## src/rtl/avalon_traffic_master.sv

```systemverilog
// Scripted Avalon-MM master: queues read/write commands and issues them one at a time.
// Optional feature macro READ_CHECK_EN stores per-command expected read data and counts mismatches.
module avalon_traffic_master #(
  parameter  int ADDR_W     = 32,
  parameter  int DATA_W     = 32,
  parameter  int FIFO_DEPTH = 8,
  parameter  int TIMEOUT    = 1024,
  localparam int BE_W       = DATA_W / 8
) (
  input  logic              clk,
  input  logic              reset,
  input  logic              cmd_valid,
  output logic              cmd_ready,
  input  logic              cmd_write,
  input  logic [ADDR_W-1:0] cmd_addr,
  input  logic [DATA_W-1:0] cmd_wdata,
  input  logic [BE_W-1:0]   cmd_be,
  input  logic [DATA_W-1:0] cmd_expect,
  output logic              rsp_valid,
  output logic [DATA_W-1:0] rsp_data,
  output logic              busy,
  output logic              err_timeout,
  output logic [15:0]       txn_count,
  output logic [15:0]       mismatch_count,
  output logic [ADDR_W-1:0] address,
  output logic              read,
  output logic              write,
  output logic [DATA_W-1:0] writedata,
  output logic [BE_W-1:0]   byteenable,
  input  logic              waitrequest,
  input  logic [DATA_W-1:0] readdata
);

  localparam int PW = (FIFO_DEPTH > 1) ? $clog2(FIFO_DEPTH) : 1;
  localparam int CW = PW + 1;
  localparam int TW = (TIMEOUT > 1) ? $clog2(TIMEOUT) : 1;
  localparam logic [TW-1:0] TO_LAST = TW'((TIMEOUT == 0) ? 0 : TIMEOUT - 1);

  typedef struct packed {
    logic              write;
    logic [ADDR_W-1:0] addr;
    logic [DATA_W-1:0] wdata;
    logic [BE_W-1:0]   be;
`ifdef READ_CHECK_EN
    logic [DATA_W-1:0] exp_data;
`endif
  } cmd_t;

  typedef enum logic {S_IDLE, S_BUS} state_t;

  state_t            state_q, state_d;
  cmd_t              mem_q [FIFO_DEPTH];
  cmd_t              cmd_in, head;
  logic [PW-1:0]     wr_ptr_q, wr_ptr_d, rd_ptr_q, rd_ptr_d;
  logic [CW-1:0]     count_q, count_d;
  logic [ADDR_W-1:0] address_q, address_d;
  logic [DATA_W-1:0] writedata_q, writedata_d, rsp_data_q, rsp_data_d;
  logic [BE_W-1:0]   byteenable_q, byteenable_d;
  logic              read_q, read_d, write_q, write_d;
  logic              rsp_valid_q, rsp_valid_d, err_q, err_d;
  logic [15:0]       txn_q, txn_d;
  logic [TW-1:0]     wait_q, wait_d;
  logic              push, pop, complete, timeout_hit;

  always_comb begin
    cmd_in       = '0;
    cmd_in.write = cmd_write;
    cmd_in.addr  = cmd_addr;
    cmd_in.wdata = cmd_wdata;
    cmd_in.be    = cmd_be;
`ifdef READ_CHECK_EN
    cmd_in.exp_data = cmd_expect;
`endif
  end

  assign head        = mem_q[rd_ptr_q];
  assign push        = cmd_valid && cmd_ready;
  assign pop         = (state_q == S_IDLE) && (count_q != '0);
  assign complete    = (state_q == S_BUS) && !waitrequest;
  assign timeout_hit = (TIMEOUT != 0) && (state_q == S_BUS) && waitrequest && (wait_q == TO_LAST);

  // FSM process 1: state register
  always_ff @(posedge clk) begin
    // NOTE: sequential state uses non-blocking assignments so every flop samples pre-edge values.
    if (reset) state_q <= S_IDLE;
    else       state_q <= state_d;
  end

  // FSM process 2: next state
  always_comb begin
    // NOTE: every combinational output gets a default first, so no path can infer a latch.
    state_d = state_q;
    case (state_q)
      S_IDLE:  if (pop) state_d = S_BUS;
      S_BUS:   if (complete || timeout_hit) state_d = S_IDLE;
      default: state_d = S_IDLE;
    endcase
  end

  // FSM process 3: outputs (bus fields are registered so they stay stable through a stall)
  always_comb begin
    cmd_ready    = (count_q != CW'(FIFO_DEPTH));
    busy         = (count_q != '0) || (state_q == S_BUS);
    read_d       = read_q;
    write_d      = write_q;
    address_d    = address_q;
    writedata_d  = writedata_q;
    byteenable_d = byteenable_q;
    wait_d       = wait_q;
    if (pop) begin
      read_d       = !head.write;
      write_d      = head.write;
      address_d    = head.addr;
      writedata_d  = head.wdata;
      byteenable_d = head.be;
      wait_d       = '0;
    end else if (complete || timeout_hit) begin
      read_d  = 1'b0;
      write_d = 1'b0;
    end else if (state_q == S_BUS) begin
      wait_d = wait_q + TW'(1);
    end
  end

  always_comb begin
    wr_ptr_d    = push ? wr_ptr_q + PW'(1) : wr_ptr_q;
    rd_ptr_d    = pop  ? rd_ptr_q + PW'(1) : rd_ptr_q;
    count_d     = count_q + CW'(push) - CW'(pop);
    rsp_valid_d = complete && read_q;
    rsp_data_d  = (complete && read_q) ? readdata : rsp_data_q;
    txn_d       = complete ? txn_q + 16'd1 : txn_q;
    err_d       = err_q || timeout_hit;
  end

  always_ff @(posedge clk) begin
    if (reset) begin
      wr_ptr_q     <= '0;
      rd_ptr_q     <= '0;
      count_q      <= '0;
      read_q       <= 1'b0;
      write_q      <= 1'b0;
      address_q    <= '0;
      writedata_q  <= '0;
      byteenable_q <= '0;
      wait_q       <= '0;
      rsp_valid_q  <= 1'b0;
      rsp_data_q   <= '0;
      txn_q        <= '0;
      err_q        <= 1'b0;
    end else begin
      wr_ptr_q     <= wr_ptr_d;
      rd_ptr_q     <= rd_ptr_d;
      count_q      <= count_d;
      read_q       <= read_d;
      write_q      <= write_d;
      address_q    <= address_d;
      writedata_q  <= writedata_d;
      byteenable_q <= byteenable_d;
      wait_q       <= wait_d;
      rsp_valid_q  <= rsp_valid_d;
      rsp_data_q   <= rsp_data_d;
      txn_q        <= txn_d;
      err_q        <= err_d;
    end
  end

  // NOTE: FIFO storage is not reset; the pointers and count alone define which entries are live.
  always_ff @(posedge clk) begin
    if (push) mem_q[wr_ptr_q] <= cmd_in;
  end

`ifdef READ_CHECK_EN
  logic [DATA_W-1:0] exp_q, exp_d, lane_mask;
  logic [15:0]       mis_q, mis_d;

  always_comb begin
    exp_d = pop ? head.exp_data : exp_q;
    for (int i = 0; i < BE_W; i++) lane_mask[i*8 +: 8] = {8{byteenable_q[i]}};
    mis_d = mis_q;
    if (complete && read_q && (((readdata ^ exp_q) & lane_mask) != '0) && (mis_q != 16'hFFFF))
      mis_d = mis_q + 16'd1;
  end

  always_ff @(posedge clk) begin
    if (reset) begin
      exp_q <= '0;
      mis_q <= '0;
    end else begin
      exp_q <= exp_d;
      mis_q <= mis_d;
    end
  end

  assign mismatch_count = mis_q;
`else
  logic unused_expect;
  assign unused_expect  = ^cmd_expect;
  assign mismatch_count = 16'h0000;
`endif

  assign rsp_valid   = rsp_valid_q;
  assign rsp_data    = rsp_data_q;
  assign err_timeout = err_q;
  assign txn_count   = txn_q;
  assign address     = address_q;
  assign read        = read_q;
  assign write       = write_q;
  assign writedata   = writedata_q;
  assign byteenable  = byteenable_q;

endmodule

```

## config.mk

```make
export PLATFORM = sky130hd
export DESIGN_NAME = avalon_traffic_master
export DESIGN_NICKNAME = d
export VERILOG_FILES = /design/src/rtl/avalon_traffic_master.sv
export SDC_FILE = /design/constraint.sdc
export NUM_CORES = 1
export LEC_CHECK = 0
export CORE_ASPECT_RATIO = 0.7
export CORE_MARGIN = 4
export CORE_UTILIZATION = 58
export DETAILED_ROUTE_END_ITERATION = 8
export PLACE_DENSITY = 0.81
export RECOVER_POWER = 25
export SLEW_MARGIN = 20
export SYNTH_ARGS = -nofsm -noshare
export SYNTH_HDL_FRONTEND = slang
export SYNTH_SLANG_ARGS = --single-unit
```

## constraint.sdc

```tcl
create_clock -name clk -period 13.2 [get_ports clk]
set_clock_uncertainty 0.2 [all_clocks]
set_input_delay 2.64 -clock clk [delete_from_list [all_inputs] [get_ports clk]]
set_output_delay 2.64 -clock clk [all_outputs]
set_load 0.02 [all_outputs]
```

==> run metrics, run 1 <==
die height=185.2 microns; HPWL after DPL=30180 microns; CTS root buf=clkbuf_16; DIE WIDTH=261.1 microns; PD cells=198.2 nW/um^2; Starting Density=59.16%; nature of the critical path endpoint=flip-flop; status=complete, no violations; pin count of the biggest net entering global routing=76; synthesized area per cell=16.61 sq um; # hold bufs at CTS=0; setup TNS=0 ns; Core ar.=43960 sq um; CTS buffer count=61; grt ovf=0; ys flop type=edfxtp_1; type of the most critical hold path=flip-flop to flip-flop; Arr. time, crit path=5.32 ns; Synth async-reset ratio=0%; Final #Nets=1923; DRC viols=0; most common cell after layout, fill and taps aside=edfxtp_1; Ports=275; Post-DRT Antenna Nets=0; Setup-failing EPs final=0; f_max=188.2 MHz; Synth warnings=0; RSZ-0062 raised after global routing=no; Worst Setup Start Kind=input pin; # rows=64; DR iter-0 viols=1339; Hold Vio Cnt, Final=0; Pre-antenna DRT Iters=5; CTS tree=done; vias in the first global route=14540; dpl cell area=28730 sq um; maximum clock path buffer count=3; Tot Pwr=0.006065 W; post-layout instance area=30600 sq um; total clock sinks=696; H-tree depth=2; post-DR wirelength/cell=23.25 microns; clock-pin transition on the worst setup and hold timing paths=0.06 ns; CTS resizes=0; fin crit period=5.313 ns; count of final max-slew check failures=0; Slew @ Worst Pin=1.100 ns; IO Port Bufs=226; worst path required time=13.21 ns; postcts setup bufs=0; most frequent cells in the layout=edfxtp_1 (552), clkdlybuf4s50_1 (179), dfxtp_1 (141), mux2i_1 (139), nor2_1 (99); LEAKAGE=9.657 nW; Area Overhead vs Synth=17.65%; Skew-Pair Late Insertion Delay=0.59 ns; Yosys cell types=51; wirelength, routed=56330 microns; Synth Instances=1566; VDD IR-drop max=147.0 uV; die area=48350 sq um; final setup margin=7.887 ns; worst relative slew slack=26.68%; initial antenna violation count=11; Max-Cap Viols=0; total number of vias=14280; Worst Setup Path Type=input pin to flip-flop; Final period util=40.25%; global-route wire length before repair=85760 microns; EDFF count, synth=552; sequential area share after synthesis=74.82%; Post-Syn Area=26010 sq um; Vias per Instance=5.893; crit path max fanout=42; GR Util All Layers=23.30%; ratio of cells with drive above 1 in the final layout=10.64%; Yosys reg bits=696; Setup WS pre-CTS=7.232 ns; gp weighted congestion=0.7694
-- power breakdown --
part	switching, W	internal (W)	leakage, nW	total (W)
clock	0.000755	0.000914	0.900	0.00167
combinational	0.000950	0.000701	2.57	0.00165
sequential	0.000156	0.00259	6.19	0.00274
total	0.00186	0.00420	9.66	0.00606
-- registers in the layout, summed over array words and instances (netlist names), named ones only --
name and count:
write 1, read 1, count_q 4, wait_q 10, txn_count 16, rsp_data 32, mem_q 552, address 32
byteenable 4, rsp_valid 1, rd_ptr_q 3, writedata 32, err_timeout 1, state_q 1, wr_ptr_q 3
-- layout make-up --
cell class              instances  area, sq um
diodes                          5        12.51
multi-input cells             758         6075
repair buffers                244         2395
fillers                      2771        13360
flip-flops and latches        696        19470
clock buffers                  78         1600
clock inverters                34        249.0
inverters                      14        53.80
well taps                     594        743.2
-- metal layers --
layer | global-route usage (%) | share of wire [%]
met1 | 31.55 | 41
met2 | 40.04 | 51
met3 | 4.155 | 6.4
met4 | 5.783 | 1.8
met5 | 0 | 0.11
-- final timing paths --
kind | cells after the start | start | to | slack [ns]
max reg2reg | 5 | flip-flop | writedata[13]$_SDFFE_PP0P_ | 9.19
min reg2reg | 2 | rsp_data[3]$_SDFFE_PP0P_ | rsp_data[3]$_SDFFE_PP0P_ | 0.26
min | 2 | rsp_data[3]$_SDFFE_PP0P_ | rsp_data[3]$_SDFFE_PP0P_ | 0.26
max | 5 | cmd_valid | mem_q[6][24]$_DFFE_PP_ | 7.89
-- cells in the mapped netlist (6+ instances only) --
cell	number	share of area [%]
nand2_1	82	1.2
nor2_1	105	1.5
edfxtp_1	552	64
mux4_2	70	6.1
clkbuf_1	53	0.76
buf_4	16	0.46
dfxtp_1	144	11
a21oi_1	43	0.83
nor3_1	76	1.5
xor2_1	8	0.27
mux2i_1	139	5.3
xnor2_1	13	0.44
o22ai_1	68	1.6
ha_1	10	0.48
buf_2	41	0.79
inv_1	13	0.19
nand4_1	7	0.17
a211oi_1	68	2.0
nand3_1	6	0.12
-- logic make-up after synthesis --
family | count (synthesis) | share of synthesized area (%)
compound gates | 193 | 4.840
flops | 696 | 74.82
xor+xnor | 21 | 0.7072
simple gates | 308 | 5.335
fa+ha+maj | 11 | 0.5580
mux | 209 | 11.41
buf+inv | 127 | 2.319
other cells | 1 | 0.01442
-- through the flow --
stage	std cells	util, %	hold slack [ns]
after detailed placement	2306	65.36	0.2466
after global placement	2306	65.36	0.2453
final	2423	69.60	0.2553
after floorplan	1581	-	0.2541
after global routing	2423	69.60	0.2814
after CTS	2418	69.56	0.2558
-- worst max-delay path, cell delays in order --
cell,delay [ns]
clkdlybuf4s50_1,0.54
nand2_1,0.13
or2_2,0.40
nor2_4,0.82
buf_4,0.76
Note: power is estimated with default switching activity, not from simulation.
==> run 2, diff against run 1 <==
--- a/config.mk
+++ b/config.mk
@@ -7,9 +7,9 @@
 export LEC_CHECK = 0
 export CORE_ASPECT_RATIO = 0.7
 export CORE_MARGIN = 4
-export CORE_UTILIZATION = 58
+export CORE_UTILIZATION = 51
 export DETAILED_ROUTE_END_ITERATION = 8
-export PLACE_DENSITY = 0.81
+export PLACE_DENSITY = 0.76
 export RECOVER_POWER = 25
 export SLEW_MARGIN = 20
 export SYNTH_ARGS = -nofsm -noshare
==> constraint.sdc (replaced) <==
create_clock -name clk -period 4.53 [get_ports clk]
set_clock_uncertainty 0.2 [all_clocks]
set_input_delay 0.906 -clock clk [delete_from_list [all_inputs] [get_ports clk]]
set_output_delay 0.906 -clock clk [all_outputs]
set_load 0.02 [all_outputs]
==> run 2 against run 1 <==
Against the previous run:
- largest cell class unchanged
- combinational power grew to 2.9 times the previous value
- critical path type is now flip-flop to output pin
- hold slack about the same
- critical endpoint is now cmd_ready
- global-route usage down 3.0 points
- cell count grew 3.5%
==> run metrics, run 2 (synthesized netlist as in run 1, its figures left out) <==
crit path max fanout=5 (-88%); initial antenna violation count=18 (+7); CTS tree=done; post-DR wirelength/cell=22.40 microns (-3.7%); Seq. cell area=19470 sq um (unchanged); Ports=275 (unchanged); worst reg2reg path startpoint=count_q[2]$_SDFF_PP0_; setup TNS=0 ns (unchanged); Final Util=62.37% (-7.2 points); total number of vias=14260 (-0.15%); wirelength, routed=56150 microns (-0.34%); die area=54730 sq um (+13%); Setup WS pre-CTS=1.099 ns (-6.132 ns); CTS root buf=clkbuf_16; f_max=294.4 MHz; clock-pin transition on the worst setup and hold timing paths=0.07 ns (about the same); H-tree depth=2 (unchanged); max FFs per register=552 (unchanged); Hold Path End=rsp_data[18]$_SDFFE_PP0P_; die height=196.9 microns (+6.4%); DRC viols=0 (unchanged); Hold Path Depth=2 (unchanged); R2R Path End=wait_q[4]$_SDFFE_PP0P_; final setup margin=1.133 ns (-6.754 ns); HPWL after DPL=30660 microns (+1.6%); Starting Density=52.17% (-7.0 points); vias in the first global route=14470 (-0.46%); Area Overhead vs Synth=19.57%; ratio of cells with drive above 1 in the final layout=11.73% (+1.1 points); R2R depth=7 (+2); Setup-failing EPs final=0 (unchanged); met3 global-route usage=4.133% (-0.022 points); GR Util All Layers=20.34% (-3.0 points); LEAKAGE=9.802 nW (+1.5%); worst relative slew slack=22.93% (-3.8 points); area of the multi-input gates=6087 sq um (+0.21%); worst hold start=rsp_data[18]$_SDFFE_PP0P_; nature of the critical path endpoint=output pin; Vias per Instance=5.687 (-3.5%); Slew @ Worst Pin=1.156 ns (+0.05627 ns); global-route wire length before repair=85880 microns (+0.14%); Reg with most FFs=mem_q; DR iter-0 viols=1033 (-23%); FF-to-FF setup slack=1.42 ns (-7.77 ns); # hold bufs at CTS=0 (unchanged); Post-DRT Antenna Nets=0 (unchanged); CTS resizes=0 (unchanged); met2 track demand over resource=34.08% (-6.0 points); Final period util=74.99%; Pre-antenna DRT Iters=7 (+2); Worst Setup Path Type=flip-flop to output pin; VDD IR-drop max=666.7 uV (+350%); Hold Vio Cnt, Final=0 (unchanged); Arr. time, crit path=2.29 ns (-3.03 ns); CTS buffer count=61 (unchanged); status=complete, no violations; gp weighted congestion=0.7419 (-3.6%); most frequent cells in the layout=edfxtp_1 (552), clkdlybuf4s50_1 (179), dfxtp_1 (141), mux2i_1 (139), nor2_1 (99); GR peak layer=met2; grt ovf=0 (unchanged); # rows=68 (+6.3%); postcts setup bufs=0 (unchanged); count of final max-slew check failures=0 (unchanged); Worst Setup Start Kind=flip-flop; pin count of the biggest net entering global routing=75 (-1.3%); Core ar.=49860 sq um (+13%); fin crit period=3.397 ns; Final #Nets=1928 (+0.26%); total clock sinks=696 (unchanged); DIE WIDTH=277.9 microns (+6.4%); Max-Cap Viols=0 (unchanged); fillers=3540 (+28%); worst path required time=3.42 ns (-9.79 ns); type of the most critical hold path=flip-flop to flip-flop; PD cells=581.4 nW/um^2 (+190%); routing usage on met1=27.78% (-3.8 points); Skew-Pair Late Insertion Delay=0.63 ns (+0.04 ns); RSZ-0062 raised after global routing=no; maximum clock path buffer count=3 (unchanged); IO Port Bufs=226 (unchanged); most common cell after layout, fill and taps aside=edfxtp_1
-- run 2: cell count changes in the layout (fill, tap and decap cells not counted), moves of 2 or more --
cell,before,now
bufinv_16,3,7
nor3_4,0,2
buf_4,19,12
clkinv_1,14,3
diode_2,5,9
buf_12,0,12
clkbuf_8,1,4
clkinv_4,1,5
clkinvlp_4,3,5
nor3_2,2,0
-- run 2: area by class of cell --
type                    instances  area share, %
repair buffers                249          8.305
clock inverters                36          1.324
clock buffers                  80          5.267
multi-input cells             758          19.57
flip-flops and latches        696          62.61
well taps                     665          2.676
inverters                      14         0.1730
diodes                          9        0.07242
-- run 2: how the worst max path moves through the flow --
stage / start / to / cells past startpoint
floorplan: count_q[2]$_SDFF_PP0_ / mem_q[2][0]$_DFFE_PP_ / 7
CTS: count_q[2]$_SDFF_PP0_ / cmd_ready / 4
finish: count_q[2]$_SDFF_PP0_ / cmd_ready / 4
global route: count_q[2]$_SDFF_PP0_ / busy / 5
global placement: cmd_valid / mem_q[4][24]$_DFFE_PP_ / 5
detailed placement: cmd_valid / mem_q[4][24]$_DFFE_PP_ / 5
-- run 2: per-layer routing --
layer | share of wire, % | vias up
met5 | 0.16 | -
met4 | 2.0 | 14
met3 | 6.4 | 96
met2 | 49 | 419
met1 | 42 | 7236
li1 | - | 6492
-- run 2: per-stage QoR --
step                instances  total power, W  hold WS, ns  instance area, sq um
finish                   2507         0.01808       0.2551                 31100
global route             2504         0.01896       0.2827                 31090
CTS                      2498         0.01827       0.2550                 31070
detailed placement       2382         0.01301       0.2472                 29020
global placement         2382         0.01290       0.2442                 29020
floorplan                1581         0.01117       0.2541                 26090
-- run 2: critical path, stage by stage, from the launching register on --
cell and delay, ns:
dfxtp_1 0.31, inv_1 0.10, ha_1 0.15, or3b_2 0.51
clkdlybuf4s50_1 0.61
-- run 2: power by group --
part | total [W] | internal, W | switching, W
combinational | 0.00482 | 0.00209 | 0.00273
clock | 0.00526 | 0.00297 | 0.00229
sequential | 0.00800 | 0.00754 | 0.000461
total | 0.0181 | 0.0126 | 0.00548
